[config.mk]
export PLATFORM = sky130hd
export DESIGN_NAME = cla_addsub_pipe
export DESIGN_NICKNAME = d
export VERILOG_FILES = /design/src/rtl/cla_pkg.sv /design/src/rtl/cla_group_pg.sv /design/src/rtl/cla_addsub_pipe.sv
export SDC_FILE = /design/constraint.sdc
export NUM_CORES = 1
export LEC_CHECK = 0
export CAP_MARGIN = 20
export CORE_MARGIN = 4
export CORE_UTILIZATION = 62
export CTS_BUF_LIST = sky130_fd_sc_hd__clkbuf_4
export DETAILED_ROUTE_END_ITERATION = 10
export PLACE_DENSITY = 0.93
export RECOVER_POWER = 100
export SLEW_MARGIN = 25
export SYNTH_ARGS = -nofsm -noshare
export SYNTH_HDL_FRONTEND = slang
export SYNTH_SLANG_ARGS = --single-unit
[constraint.sdc]
create_clock -name clk -period 14.05 [get_ports clk]
set_input_delay 2.1075 -clock clk [delete_from_list [all_inputs] [get_ports clk]]
set_output_delay 2.1075 -clock clk [all_outputs]
set_load 0.005 [all_outputs]
[src/rtl/cla_pkg.sv]
// -----------------------------------------------------------------------------
// cla_pkg
// Shared definitions for the pipelined carry-lookahead adder/subtractor.
//   cla_op_t        : operation carried down the pipe (ADD, SUB, SLT)
//   cla_num_groups  : number of lookahead groups for a WIDTH/GROUP pair
//   cla_width_ok    : elaboration-time legality check of WIDTH/GROUP
// -----------------------------------------------------------------------------
package cla_pkg;

   typedef enum logic [1:0] {
      ADD = 2'd0,
      SUB = 2'd1,
      SLT = 2'd2
   } cla_op_t;

   // Number of GROUP-bit lookahead groups covering WIDTH bits.
   function automatic int cla_num_groups(input int width, input int group);
      return width / group;
   endfunction

   // WIDTH must be a positive whole multiple of a positive GROUP.
   function automatic bit cla_width_ok(input int width, input int group);
      return (group > 0) && (width >= group) && ((width % group) == 0);
   endfunction

endpackage

[src/rtl/cla_group_pg.sv]
// -----------------------------------------------------------------------------
// cla_group_pg
// Per-bit and per-group generate/propagate for one GROUP-bit lookahead slice.
// Ports:
//   a, bx : operand slice (bx is B already conditionally inverted)
//   p, g  : per-bit propagate (a|bx) and generate (a&bx)
//   gp    : group propagate, AND of all per-bit p
//   gg    : group generate, g[msb] | p[msb]&g[msb-1] | ... | p[msb..1]&g[0]
// -----------------------------------------------------------------------------
module cla_group_pg
#(
   parameter int GROUP = 4
) (
   input  logic [GROUP-1:0] a,
   input  logic [GROUP-1:0] bx,
   output logic [GROUP-1:0] p,
   output logic [GROUP-1:0] g,
   output logic             gp,
   output logic             gg
);

   logic gg_s;

   assign p  = a | bx;
   assign g  = a & bx;
   assign gp = &p;

   // Group generate: folding from the LSB gives the nested sum-of-products form.
   always_comb begin
      gg_s = 1'b0;
      for (int i = 0; i < GROUP; i++) begin
         gg_s = g[i] | (p[i] & gg_s);
      end
   end

   assign gg = gg_s;

endmodule

[src/rtl/cla_addsub_pipe.sv]
// -----------------------------------------------------------------------------
// cla_addsub_pipe
// Two-stage pipelined carry-lookahead adder/subtractor with valid/ready
// handshake and full-throughput backpressure.
//   Stage 1 registers the operands, the conditionally inverted B, the per-bit
//   p/g and the per-group P/G produced by NG cla_group_pg slices.
//   Stage 2 resolves group carries, ripples inside each group, and registers
//   sum plus cout/ovf/zero together with out_valid.
// Parameters:
//   WIDTH : operand/result width, a multiple of GROUP
//   GROUP : bits per lookahead group (GROUP == WIDTH gives a single group)
// Ports:
//   clk, reset           : rising-edge clock, asynchronous active-high reset
//   in_valid / in_ready  : input beat handshake (in_ready is combinational)
//   a, b, sub            : operands; sub=1 computes a-b
//   slt                  : only with CLA_SLT_EN; forces subtract, result is
//                          the signed a<b flag
//   out_valid / out_ready: result handshake
//   sum, cout, ovf, zero : result, carry out (sub: 1 = no borrow), signed
//                          overflow, result-is-zero
// Build option:
//   CLA_SLT_EN : adds the slt input and the set-less-than result path.
// -----------------------------------------------------------------------------
module cla_addsub_pipe
   import cla_pkg::*;
#(
   parameter int WIDTH = 32,
   parameter int GROUP = 4
) (
   input  logic             clk,
   input  logic             reset,
   input  logic             in_valid,
   output logic             in_ready,
   input  logic [WIDTH-1:0] a,
   input  logic [WIDTH-1:0] b,
   input  logic             sub,
`ifdef CLA_SLT_EN
   input  logic             slt,
`endif
   output logic             out_valid,
   input  logic             out_ready,
   output logic [WIDTH-1:0] sum,
   output logic             cout,
   output logic             ovf,
   output logic             zero
);

   localparam int NG = cla_num_groups(WIDTH, GROUP);

   if (!cla_width_ok(WIDTH, GROUP)) begin : g_width_err
      $error("cla_addsub_pipe: WIDTH (%0d) must be a positive multiple of GROUP (%0d)",
             WIDTH, GROUP);
   end

   // ---------------------------------------------------------------- handshake
   logic s1_valid_r;
   logic out_valid_r;
   logic s2_adv_s;
   logic s1_adv_s;

   // S2 can take new data when empty or draining; S1 likewise when S2 moves.
   assign s2_adv_s = (~out_valid_r) | out_ready;
   assign s1_adv_s = (~s1_valid_r) | s2_adv_s;
   assign in_ready = s1_adv_s;

   // ------------------------------------------------------------ stage 1 comb
   cla_op_t          op_s;
   logic             inv_s;
   logic [WIDTH-1:0] bx_s;
   logic [WIDTH-1:0] p_s;
   logic [WIDTH-1:0] g_s;
   logic [NG-1:0]    gp_s;
   logic [NG-1:0]    gg_s;

   // Decode the requested operation; set-less-than takes priority over sub.
   always_comb begin
      op_s = ADD;
`ifdef CLA_SLT_EN
      if (slt) begin
         op_s = SLT;
      end else if (sub) begin
         op_s = SUB;
      end else begin
         op_s = ADD;
      end
`else
      if (sub) begin
         op_s = SUB;
      end else begin
         op_s = ADD;
      end
`endif
   end

   // Subtraction is A + ~B + 1; the +1 enters later as the stage-2 carry-in.
   assign inv_s = (op_s != ADD);
   assign bx_s  = b ^ {WIDTH{inv_s}};

   for (genvar k = 0; k < NG; k++) begin : g_grp
      cla_group_pg #(
         .GROUP (GROUP)
      ) u_pg (
         .a  (a[k*GROUP +: GROUP]),
         .bx (bx_s[k*GROUP +: GROUP]),
         .p  (p_s[k*GROUP +: GROUP]),
         .g  (g_s[k*GROUP +: GROUP]),
         .gp (gp_s[k]),
         .gg (gg_s[k])
      );
   end

   // ------------------------------------------------------------ stage 1 regs
   logic [WIDTH-1:0] a_r;
   logic [WIDTH-1:0] bx_r;
   logic [WIDTH-1:0] p_r;
   logic [WIDTH-1:0] g_r;
   logic [NG-1:0]    grp_p_r;
   logic [NG-1:0]    grp_g_r;
   cla_op_t          op_r;

   // Stage 1 register: operands, op and lookahead terms; holds while stalled.
   always_ff @(posedge clk or posedge reset) begin
      if (reset) begin
         s1_valid_r <= 1'b0;
         a_r        <= {WIDTH{1'b0}};
         bx_r       <= {WIDTH{1'b0}};
         p_r        <= {WIDTH{1'b0}};
         g_r        <= {WIDTH{1'b0}};
         grp_p_r    <= {NG{1'b0}};
         grp_g_r    <= {NG{1'b0}};
         op_r       <= ADD;
      end else if (s1_adv_s) begin
         s1_valid_r <= in_valid;
         a_r        <= a;
         bx_r       <= bx_s;
         p_r        <= p_s;
         g_r        <= g_s;
         grp_p_r    <= gp_s;
         grp_g_r    <= gg_s;
         op_r       <= op_s;
      end
   end

   // ------------------------------------------------------------ stage 2 comb
   logic             cin_s;
   logic [WIDTH-1:0] carry_s;
   logic             cout_s;
   logic             ovf_s;
   logic [WIDTH-1:0] raw_s;
   logic [WIDTH-1:0] sum_fin_s;
   logic             zero_s;

   // Carry-in is 1 for every subtracting operation.
   always_comb begin
      case (op_r)
         ADD:     cin_s = 1'b0;
         SUB:     cin_s = 1'b1;
         SLT:     cin_s = 1'b1;
         default: cin_s = 1'b0;
      endcase
   end

   // Group carries look ahead across groups; bit carries ripple inside a group
   // starting from that group's lookahead carry.
   always_comb begin : s2_carry
      logic c_v;
      logic cb_v;
      carry_s = {WIDTH{1'b0}};
      c_v     = cin_s;
      cb_v    = 1'b0;
      for (int k = 0; k < NG; k++) begin
         cb_v = c_v;
         for (int j = 0; j < GROUP; j++) begin
            carry_s[k*GROUP + j] = cb_v;
            cb_v = g_r[k*GROUP + j] | (p_r[k*GROUP + j] & cb_v);
         end
         c_v = grp_g_r[k] | (grp_p_r[k] & c_v);
      end
      cout_s = c_v;
   end

   assign raw_s = a_r ^ bx_r ^ carry_s;
   // Signed overflow: carry into the MSB differs from carry out of it.
   assign ovf_s = carry_s[WIDTH-1] ^ cout_s;

   // Final result: raw sum, or the signed less-than flag for SLT.
   always_comb begin
      sum_fin_s = raw_s;
`ifdef CLA_SLT_EN
      if (op_r == SLT) begin
         sum_fin_s = {{(WIDTH-1){1'b0}}, raw_s[WIDTH-1] ^ ovf_s};
      end else begin
         sum_fin_s = raw_s;
      end
`endif
   end

   assign zero_s = ~|sum_fin_s;

   // ------------------------------------------------------------ stage 2 regs
   logic [WIDTH-1:0] sum_r;
   logic             cout_r;
   logic             ovf_r;
   logic             zero_r;

   // Stage 2 register: result and flags; frozen while the consumer stalls.
   always_ff @(posedge clk or posedge reset) begin
      if (reset) begin
         out_valid_r <= 1'b0;
         sum_r       <= {WIDTH{1'b0}};
         cout_r      <= 1'b0;
         ovf_r       <= 1'b0;
         zero_r      <= 1'b0;
      end else if (s2_adv_s) begin
         out_valid_r <= s1_valid_r;
         sum_r       <= sum_fin_s;
         cout_r      <= cout_s;
         ovf_r       <= ovf_s;
         zero_r      <= zero_s;
      end
   end

   assign out_valid = out_valid_r;
   assign sum       = sum_r;
   assign cout      = cout_r;
   assign ovf       = ovf_r;
   assign zero      = zero_r;

endmodule

### Yosys cells after proc, flatten, opt, wreduce, memory -nomap -nowiden

Index checks and enable logic that the tools add are counted.

* input bits: 69
* word-level logic and storage cells: 165
* output and inout port bits: 37
* register bits after elaboration: 181

* mux-type cells: 2
* bitwise logic cells: 136
* reductions and logical operators: 12
* equality and inequality tests: 2

Operators with widths (count)
* 32-bit XOR: 3
* 1-bit bitwise OR: 58
* 1-bit bitwise AND: 56
* 4-bit bitwise AND: 8
* 4-bit bitwise OR: 8
* 4-bit AND reduction: 8
* 32-bit OR reduction: 1
* 2-bit by 1-bit equality test with 1-bit output (second input constant): 1
* 2-bit equality test (second input constant): 1
* 1-bit 2-to-1 mux: 2
* 1-bit inverter: 2
* 2-bit nonzero test: 1
* 2-bit OR reduction: 1
* 1-bit zero test: 1
* 1-bit XOR: 1

### Depth between registers and ports, before layout

* depth in word-level cells: 26
* gate-level depth with buffers: 9
* mapped depth without buffers: 8

### Modules after synthesis

A second synthesis with hierarchy kept.

* cell total of the unflattened synthesis: 696
* area, all modules: 8237.9 um^2

By module, submodules not included
* cla_addsub_pipe: instances 1, cells each 584, area each 7477.2 um^2
* cla_group_pg: instances 8, cells each 14, area each 95.1 um^2

### Least setup slack after synthesis

OpenSTA, ideal clock, no wires.

* path type: in2out
* start point: input out_ready
* end point: output in_ready
* arrival time: 3.189 ns
* slack: 8.753 ns
* stages on the path: 6
* data required time: 11.943 ns
* cells stage by stage: nor2b_1 -> and2_1 -> clkbuf_1 -> inv_2 -> clkbuf_1 -> buf_1

* word-level cells in the longest chain between the ends: 2

Ends and longest elaborated chain
* from (decl): line cla_addsub_pipe.sv:41 `input logic out_ready,`
* 1-bit bitwise OR: line cla_addsub_pipe.sv:62 `assign s2_adv_s = (~out_valid_r) | out_ready;`
* 1-bit bitwise OR: line cla_addsub_pipe.sv:63 `assign s1_adv_s = (~s1_valid_r) | s2_adv_s;`
* to (decl): line cla_addsub_pipe.sv:33 `output logic in_ready,`

Every way passes these cells.

### Worst setup path after layout

Ends and elaborated chain as after synthesis.

==> results.sh <==
export IMPL_grt_overflow_total=0
export IMPL_regArea_um2=4150
export IMPL_layout_nets=1102
export IMPL_portBuffers=105
export IMPL_cap_violations=5
export IMPL_dpl_hpwl_mm=13.5
export IMPL_grt_usage_pct=24.7
export IMPL_dp_cells=1190
export IMPL_skew_ps=16.4
export IMPL_cp_end_kind="output pin"
export IMPL_clockRootBuffer="clkbuf_4"
export IMPL_holdBufCountCts=0
export IMPL_path_clk_slew_ps=120
export IMPL_rsz0062_at_grt="false"
export IMPL_p_per_area_nw_per_um2=138
export IMPL_period_share_pct=63.5
export IMPL_synthArstFlopShare_pct=100
export IMPL_grt_pass1_wl_mm=31.4
export IMPL_final_area_um2=9900
export IMPL_slowest_delay_ps=1630
export IMPL_synth_seq_cells=166
export IMPL_max_slew_margin_pct=-187
export IMPL_core_rowCount=42
export IMPL_synth_cells=951
export IMPL_setup_viol=0
export IMPL_ys_warn_count=0
export IMPL_num_vias=7059
export IMPL_worstSkewPairLatency_ps=580
export IMPL_drtIter0Drc=789
export IMPL_post_cts_buffers=0
export IMPL_hp_start="g_r[14]"
export IMPL_syn_area_um2=8440
export IMPL_design_core_area_um2=13300
export IMPL_synth_distinct_cells=62
export IMPL_multi_input_area_um2=4010
export IMPL_wl_per_cell_um=15.8
export IMPL_place_area_um2=9560
export IMPL_ios=106
export IMPL_final_util_pct=74.5
export IMPL_whs_path_depth=2
export IMPL_n_fill_cell=974
export IMPL_stdcell_count=1223
export IMPL_status="finished with violations"
export IMPL_grt_max_degree=106
export IMPL_dieWidth_um=125
export IMPL_syn_nets=1020
export IMPL_antenna_left=0
export IMPL_cts_sinks=166
export IMPL_first_pass_iters=6
export IMPL_reg2reg_depth=6
export IMPL_place_gp_congestion=0.853
export IMPL_p_leak_nw=4.31
export IMPL_ir_worst_vdd_v=0.0000931
export IMPL_finalPower_mw=1.37
export IMPL_numCtsBuffers=17
export IMPL_post_route_min_period_ps=8920
export IMPL_violations="capacitance limit, slew limit"
export IMPL_crit_arrival_ps=6810
export IMPL_vias_per_cell=5.77
export IMPL_cts_resized=0
export IMPL_worstSetupPathType="in2out"
export IMPL_cts_tree="done"
export IMPL_dieArea_um2=15500
export IMPL_reg2reg_slack_ps=8110
export IMPL_initial_core_util_pct=63.5
export IMPL_die_height_um=125
export IMPL_synth_flop_cell="dfrtp_1"
export IMPL_fin_setup_tns_ps=0
export IMPL_crit_top_cell="dlygate4sd3_1"
export IMPL_hold_class="reg2reg"
export IMPL_avgSynthCellArea_um2=8.88
export IMPL_fin_ws_ps=5130
export IMPL_max_freq_mhz=112
export IMPL_grt_pass1_vias=6653
export IMPL_antenna_found_initial=1
export IMPL_r2r_end="p_r[2]"
export IMPL_critPathSlowestCell="clkinvlp_2"
export IMPL_critPathLaunchType="primary input"
export IMPL_ys_seq_area_share_pct=49.2
export IMPL_crit_required_ps=11940
export IMPL_cts_htree_levels=4
export IMPL_hold_viol=0
export IMPL_whs_endpoint="g_r[14]"
export IMPL_area_delta_synth_final_pct=17.3
export IMPL_worstReg2RegStart="out_valid"
export IMPL_synth_edf_count=0
export IMPL_worstMarginPinSlew_ps=4300
export IMPL_cts_path_max_buffers=2
export IMPL_drc=0
export IMPL_slew_violations=423
export IMPL_path_cells="dlygate4sd3_1 -> nor2b_1 -> and2_0 -> clkinvlp_2 -> dlygate4sd3_1"
export IMPL_dp_slack_ps=7480
export IMPL_layout_drive_gt1_share_pct=5.07
export IMPL_whs_ps=487
export IMPL_drt_wl_total_mm=19.3
export IMPL_worst_path_max_fanout=40
final cells by class:
| type | instances | area share (%) |
|---|---|---|
| Inverter | 21 | 0.821 |
| Sequential cell | 166 | 42.0 |
| Timing Repair Buffer | 110 | 10.8 |
| Clock inverter | 14 | 2.34 |
| Clock buffer | 18 | 1.36 |
| Multi-Input combinational cell | 717 | 40.5 |
| Tap cell | 176 | 2.22 |
| Antenna cell | 1 | 0.0253 |
metal layers:
layer	GRT usage, %	share of wire, %	vias up
li1	-	-	3381
met4	9.35	2.2	0
met3	6.05	6.9	39
met1	32.7	43	3388
met2	39.5	48	251
met5	0	0	-
synth_stat cells (9+ instances only):
master	instances	share of area (%)
inv_1	20	0.89
xnor2_1	45	4.7
maj3_1	11	1.3
xor2_1	46	4.8
nor3_1	14	0.83
o22ai_1	10	0.74
nand2_1	165	7.3
a21oi_1	67	4.0
clkbuf_1	36	1.6
nor2_1	179	8.0
dfrtp_1	166	49
o21ai_0	29	1.7
a21o_1	9	0.80
nand3_1	20	1.2
and3_1	10	0.74
critical path: cells and delay by family:
family / cells / cell delay, ps
simple gates: 2 / 1520
buf+inv: 3 / 3180
power breakdown:
| part | internal [mW] | switching (mW) |
|---|---|---|
| Clock | 0.178 | 0.166 |
| Sequential | 0.563 | 0.0614 |
| Combinational | 0.194 | 0.205 |
worst max-delay path by stage:
stage	from	end	slack [ps]
2_1_floorplan	reset	a_r[0]	7450
3_3_place_gp	out_ready	in_ready	7480
3_5_place_dp	out_ready	in_ready	7480
4_1_cts	out_ready	in_ready	7450
5_1_grt	out_ready	in_ready	4710
6_report	out_ready	in_ready	5130
cells in the final DEF, fill, tap and decap left out, drive strengths merged, types with 7 or more instances in the layout:
master,netlist,routed
clkdlybuf4s50,0,65
o21ai,30,30
nor3,14,14
xnor2,45,45
clkbuf,36,22
maj3,11,11
dfrtp,166,166
xor2,46,46
inv,21,19
nand2b,7,7
nand3,20,20
and3,10,10
o22ai,10,10
a21oi,71,71
nand2,165,165
nor2,179,179
a21o,9,9
dlygate4sd3,0,39
state kept, by name, indices dropped and copies added, names as in the netlist:
name and count:
a_r 32, grp_p_r 8, bx_r 32, op_r 1, ovf 1, grp_g_r 8, out_valid 1, g_r 24
p_r 24, cout 1, zero 1, sum 32, s1_valid_r 1
logic make-up after synthesis:
| group | share of synthesized area (%) |
|---|---|
| adders and majority gates | 1.30 |
| muxes | 0.919 |
| buffers and inverters | 3.23 |
| AOI/OAI and AO/OA | 14.8 |
| and+or+nand+nor | 21.1 |
| xor gates and xnor gates | 9.44 |
| DFF | 49.2 |
(Power assumes the default switching activity.)
